===== src/rtl/uart_rx_deframer.sv =====
// UART receive deframer: start/data/stop recovery from a 16x tick, valid/ready output.
// Define UART_RX_PARITY_EN to add a parity bit between data and stop.
module uart_rx_deframer #(
    parameter int DATA_BITS  = 8,
    parameter bit PARITY_ODD = 1'b0
) (
    input  logic                 rx_clk,
    input  logic                 rst,
    input  logic                 rx_tick,
    input  logic                 rx_serial,
    output logic                 baud_gen_en,
    output logic [DATA_BITS-1:0] rx_data,
    output logic                 rx_valid,
    input  logic                 rx_ready,
    output logic                 frame_err,
    output logic                 parity_err,
    output logic                 overrun,
    output logic                 rx_busy
);

    localparam logic [3:0] LAST = 4'(DATA_BITS - 1);

    typedef enum logic [2:0] {
        IDLE,
        START,
        DATA,
`ifdef UART_RX_PARITY_EN
        PARITY,
`endif
        STOP,
        BRK
    } state_t;

    state_t               state;
    logic                 rx_m;
    logic                 rx_s;
    logic [3:0]           tcnt;
    logic [3:0]           bcnt;
    logic [DATA_BITS-1:0] shreg;
`ifdef UART_RX_PARITY_EN
    logic                 par_bad;
`endif

    assign baud_gen_en = (state != IDLE);
    assign rx_busy     = (state != IDLE);

`ifndef UART_RX_PARITY_EN
    assign parity_err = 1'b0 & PARITY_ODD;
`endif

    always_ff @(posedge rx_clk or posedge rst) begin
        if (rst) begin
            rx_m <= 1'b1;
            rx_s <= 1'b1;
        end else begin
            rx_m <= rx_serial;
            rx_s <= rx_m;
        end
    end

    always_ff @(posedge rx_clk or posedge rst) begin
        if (rst) begin
            state     <= IDLE;
            tcnt      <= '0;
            bcnt      <= '0;
            shreg     <= '0;
            rx_data   <= '0;
            rx_valid  <= 1'b0;
            frame_err <= 1'b0;
            overrun   <= 1'b0;
`ifdef UART_RX_PARITY_EN
            par_bad    <= 1'b0;
            parity_err <= 1'b0;
`endif
        end else begin
            overrun <= 1'b0;
            if (rx_valid && rx_ready)
                rx_valid <= 1'b0;
            unique case (state)
                IDLE: begin
                    tcnt <= '0;
                    if (!rx_s)
                        state <= START;
                end
                START: if (rx_tick) begin
                    tcnt <= tcnt + 4'd1;
                    if (tcnt == 4'd7) begin
                        tcnt  <= '0;
                        bcnt  <= '0;
                        state <= rx_s ? IDLE : DATA;
                    end
                end
                DATA: if (rx_tick) begin
                    tcnt <= tcnt + 4'd1;
                    if (tcnt == 4'd15) begin
                        shreg <= {rx_s, shreg[DATA_BITS-1:1]};
                        bcnt  <= bcnt + 4'd1;
                        if (bcnt == LAST) begin
                            tcnt <= '0;
`ifdef UART_RX_PARITY_EN
                            state <= PARITY;
`else
                            state <= STOP;
`endif
                        end
                    end
                end
`ifdef UART_RX_PARITY_EN
                PARITY: if (rx_tick) begin
                    tcnt <= tcnt + 4'd1;
                    if (tcnt == 4'd15) begin
                        par_bad <= ((^shreg) ^ rx_s) != PARITY_ODD;
                        tcnt    <= '0;
                        state   <= STOP;
                    end
                end
`endif
                STOP: if (rx_tick) begin
                    tcnt <= tcnt + 4'd1;
                    if (tcnt == 4'd15) begin
                        tcnt  <= '0;
                        state <= rx_s ? IDLE : BRK;
                        // a word still waiting for the host wins over the new one
                        if (rx_valid && !rx_ready) begin
                            overrun <= 1'b1;
                        end else begin
                            rx_data   <= shreg;
                            frame_err <= !rx_s;
                            rx_valid  <= 1'b1;
`ifdef UART_RX_PARITY_EN
                            parity_err <= par_bad;
`endif
                        end
                    end
                end
                BRK: begin
                    tcnt <= '0;
                    if (rx_s)
                        state <= IDLE;
                end
                default: state <= IDLE;
            endcase
        end
    end

endmodule


===== config.mk =====
export PLATFORM = sky130hd
export DESIGN_NAME = uart_rx_deframer
export DESIGN_NICKNAME = d
export VERILOG_FILES = /design/src/rtl/uart_rx_deframer.sv
export SDC_FILE = /design/constraint.sdc
export NUM_CORES = 1
export LEC_CHECK = 0
export BUFFER_PORTS_ARGS = -buffer_cell sky130_fd_sc_hd__buf_2
export CAP_MARGIN = 20
export CORE_AREA = 2 2 90 49
export DETAILED_ROUTE_END_ITERATION = 6
export DIE_AREA = 0 0 92 51
export PLACE_DENSITY_LB_ADDON = 0.08
export SYNTH_ARGS = -nofsm -noshare
export SYNTH_HDL_FRONTEND = slang
export SYNTH_SLANG_ARGS = --single-unit

===== constraint.sdc =====
create_clock -name rx_clk -period 2.2 [get_ports rx_clk]
set_input_delay 0.11 -clock rx_clk [delete_from_list [all_inputs] [get_ports rx_clk]]
set_output_delay 0.11 -clock rx_clk [all_outputs]
set_load 0.005 [all_outputs]

After elaboration in Yosys (flattened, before gate mapping)
Cells that the tools add are included.

word-level totals
  register bits = 32
  input bits = 5
  output and inout bits = 14
  logic and storage cells = 77

cells by class
  add/sub/neg operators = 2
  eq/ne operators = 16
  multiplexer cells = 34
  bitwise logic cells = 1
  reduce and logical (&&, ||, !) cells = 14

operator list
  kind                                                 count
  2-to-1 mux 4 bit                                     11
  2-to-1 mux 3 bit                                     10
  != test 2 bit, second input constant                 9
  one-hot mux 4 bit (4 select lines)                   1
  one-hot mux 3 bit (5 select lines)                   1
  2-to-1 mux 1 bit                                     9
  AND reduction 9 bit                                  1
  adder 4 x 1 -> 4 bit, second input constant          2
  equality test 4 x 3 -> 1 bit, second input constant  2
  one-hot mux 4 bit (2 select lines)                   1
  AND reduction 4 bit                                  2
  equality test 3 x 2 -> 1 bit, second input constant  2
  AND reduction 5 bit                                  1
  equality test 4 bit, second input constant           1
  nonzero test 4 bit                                   1
  equality test 3 x 1 -> 1 bit, second input constant  1
  equality test 3 bit, second input constant           1
  zero test 3 bit                                      1
  AND reduction 3 bit                                  1
  nonzero test 3 bit                                   1
  logical AND 1 bit                                    2
  zero test 1 bit                                      2
  2-to-1 mux 2 bit                                     1
  nonzero test 2 bit                                   1
  2 further kinds                                      2

Depth between registers and ports, before layout
  depth after elaboration = 6
  mapped depth = 6
  gate-level depth less buffers = 5

Least setup slack after synthesis
OpenSTA, ideal clock, no wires.

  path type = flip-flop to flip-flop
  start = register tcnt[0]
  end = register rx_data[0]
  setup time = 0.125 ns
  arrival = 1.598 ns
  required time = 2.075 ns
  setup slack = 0.477 ns
  stages on the path, launching flop included = 7
  path buffers = 1
  period minus slack after synthesis = 1.723 ns
  path through = dfrtp_1 > ha_1 > and3_1 > nand4_1 > nor2b_1 > buf_2 > mux2_2

on the way
  cells in the longest elaborated chain, start to end = 2

ends and longest elaborated chain
  what                                  RTL line  source
  from (decl)                           37        logic [3:0] tcnt;
  from (signal assigned)                86        tcnt <= tcnt + 4'd1;
  from (signal assigned)                94        tcnt <= tcnt + 4'd1;
  from (signal assigned)                119       tcnt <= tcnt + 4'd1;
  equality test 4 bit                   120       if (tcnt == 4'd15) begin
  AND reduction 4 bit (no source line)  --
  to (signal assigned)                  127       rx_data <= shreg;
  to (decl)                             12        output logic [DATA_BITS-1:0] rx_data,

No other way between the ends.
A chain may end at the register's enable or synchronous reset.

Worst setup path in the final report
  start = register tcnt[0]
  end = register rx_data[1]

Same word-level chain as after synthesis.

==> impl_metrics.ini <==
[run_status]
run_status = complete, no violations

[synthesis]
syn_nets = 134
netlist_area_um2 = 1490
yosys_register_bits = 32
avgSynthCellArea_um2 = 11.7
synthCells = 127
yosysWarnings = 0
seq_area_frac_synth_pct = 54.1
ys_types = 35

[power_and_ir_drop]
powerDensity_nw_per_um2 = 950
vdd_drop_max_uv = 351
p_leak_nw = 0.860

[clock_tree]
numCtsBuffers = 5
cts_sinks = 32
h-tree-depth = 2
clock-root-buffer = clkbuf_8
clk_path_buf_depth = 2
clk_pin_slew_ns = 0.07
cts_tree = yes
clk_latency_ns = 0.28

[setup_path]
crit_required_ns = 2.36
arrival_ns = 2.08
critical_path_class = reg2reg
end_kind = flip-flop
cp_max_fo = 9
cp-start-kind = flip-flop

[grt]
grtUsageTotal_pct = 14.3
grt_first_pass_wirelength_um = 5000
antenna_found_initial = 0
grt.overflow.total = 0
grt_max_degree = 16
grt_pass1_vias = 1038

[placement]
place.gp.congestion = 0.774
dp.cells = 197
port_buffers = 17
dp_hpwl_um = 2160

[route]
dr.pass1.iters = 4
postRouteAntennaNets = 0
drt-vias-per-instance = 4.89
vias = 1013
drt_iter0_drc = 78
wl_per_cell_um = 14.1
drc = 0
totalWireLength_um = 2920

[sta]
hold_viol_final = 0
drv_slew = 0
finClkSkew_ns = 0.0103
finalCriticalPeriod_ns = 1.92
tns_ns = 0
finalSetupViolations = 0
rsz0062_at_grt = no
timing.final.crit_share_pct = 87.1
fmax_mhz = 522

[final_layout]
fill_cells = 399
finalNonFillerCells = 207
drive_above_1_share_pct = 34.0
diodes = 0
layout-area-overhead-vs-synth_pct = 17.1
fin_nets = 156

[die]
die-area_um2 = 4690
die_y_um = 51
die_x_um = 92
core_um2 = 4040
core.rowCount = 17
io_pins = 19
initial_utilization_pct = 36.7

[min_path]
hold_class = in2reg

[job]
maxCapViolations = 0
==> synthesized netlist by cell type (all sizes together) <==
library cell,number,area (µm²)
nand2,11,41.3
a211oi,2,15.0
nand2b,1,6.26
nor3,1,5.00
conb,1,3.75
xnor2,2,17.5
or2b,1,7.51
nand3,4,20.0
dfrtp,30,751
a211o,1,10.0
a21oi,2,13.8
mux2i,1,10.0
a2111o,1,11.3
o21ai,3,15.0
a22o,2,17.5
xor2,2,17.5
nand3b,2,15.0
nor3b,1,7.51
ha,2,25.0
buf,9,67.6
dfstp,2,52.6
o31ai,2,15.0
and3,2,12.5
mux2,18,203
nor2,10,37.5
nor2b,3,18.8
or3,1,6.26
a311oi,1,8.76
nand4,4,25.0
a221oi,1,8.76
or3b,1,8.76
inv,3,11.3
==> cell usage in the layout, fill, tap and decap left out, types with 3 or more instances in the layout <==
cell / Yosys / routed
buf_2: 3 / 17
buf_4: 4 / 5
clkbuf_8: 0 / 5
dfrtp_1: 30 / 30
inv_1: 3 / 3
mux2_2: 18 / 18
nand2_1: 11 / 11
nand3_1: 4 / 4
nand4_1: 4 / 4
nor2_1: 10 / 10
nor2b_1: 3 / 3
o21ai_0: 3 / 3
==> logic make-up after synthesis <==
kind of cell               after synthesis  share of synthesized area, %
and+or+nand+nor                         42                          14.2
other                                    1                         0.252
adders and majority gates                2                          1.68
AOI/OAI and AO/OA                       15                          7.75
buffers and inverters                   12                          5.31
DFF                                     32                          54.1
muxes                                   19                          14.3
xor gates and xnor gates                 4                          2.36
==> timing repair <==
item                                   CTS  global route
hold buffers                             2             0
resized for setup                        0             0
setup buffers                            0             0
endpoints found under the hold margin   10             0
==> layer usage <==
layer	GRT usage, %	vias to the layer above	part of all wire, %
li1	-	488	-
met1	20.3	488	50
met2	20.1	34	42
met3	5.01	3	7.2
met4	5.47	0	0.62
met5	0	-	0
==> through the flow <==
step                instance area (µm²)  power, W  worst slack (ns)  hold slack [ns]  util, %
global placement                   1610   0.00110             0.356            0.130     39.9
floorplan                          1490   0.00104             0.477            0.114        -
detailed placement                 1610   0.00111             0.288            0.129     39.9
finish                             1740   0.00165             0.284            0.126     43.0
global route                       1740   0.00176             0.145            0.151     43.0
CTS                                1740   0.00167             0.284            0.124     43.0
==> where the power goes <==
group          switching, W  internal, W  leakage, nW
combinational      0.000165     0.000169        0.383
sequential         0.000120     0.000651        0.422
clock              0.000213     0.000336       0.0552
total              0.000497      0.00116        0.860
==> layout make-up <==
type / instances / area, µm² / share of cell area [%]
sequential: 32 / 803 / 46.2
multi-input combinational: 83 / 603 / 34.7
timing repair buffer: 24 / 143 / 8.20
clock buffer: 6 / 72.6 / 4.17
tap: 57 / 71.3 / 4.10
clock inverter: 2 / 35.0 / 2.01
inverter: 3 / 11.3 / 0.647
==> final timing paths <==
path                          start          to  slack (ns)  cells past startpoint
max                         tcnt[0]  rx_data[1]        0.28                      6
min                        rx_ready     overrun        0.13                      3
max reg2reg                 tcnt[0]  rx_data[1]        0.28                      6
min reg2reg                    rx_m        rx_s        0.36                      0
max in group asynchronous       rst        rx_m        1.19                      4
min in group asynchronous       rst    shreg[3]        0.38                      3
==> state kept, by name, indices dropped and copies added, names as in the netlist <==
signal,count
overrun,1
state,3
rx_data,8
shreg,8
rx_m,1
tcnt,4
rx_s,1
bcnt,4
rx_valid,1
frame_err,1
==> worst max-delay path, stage by stage, from the launching register on <==
cell	delay [ns]
dfrtp_1	0.38
ha_1	0.30
and3_1	0.23
nand4_1	0.18
nor2b_1	0.16
buf_4	0.19
mux2_2	0.35
No activity file was read; power rests on OpenSTA's default activity.
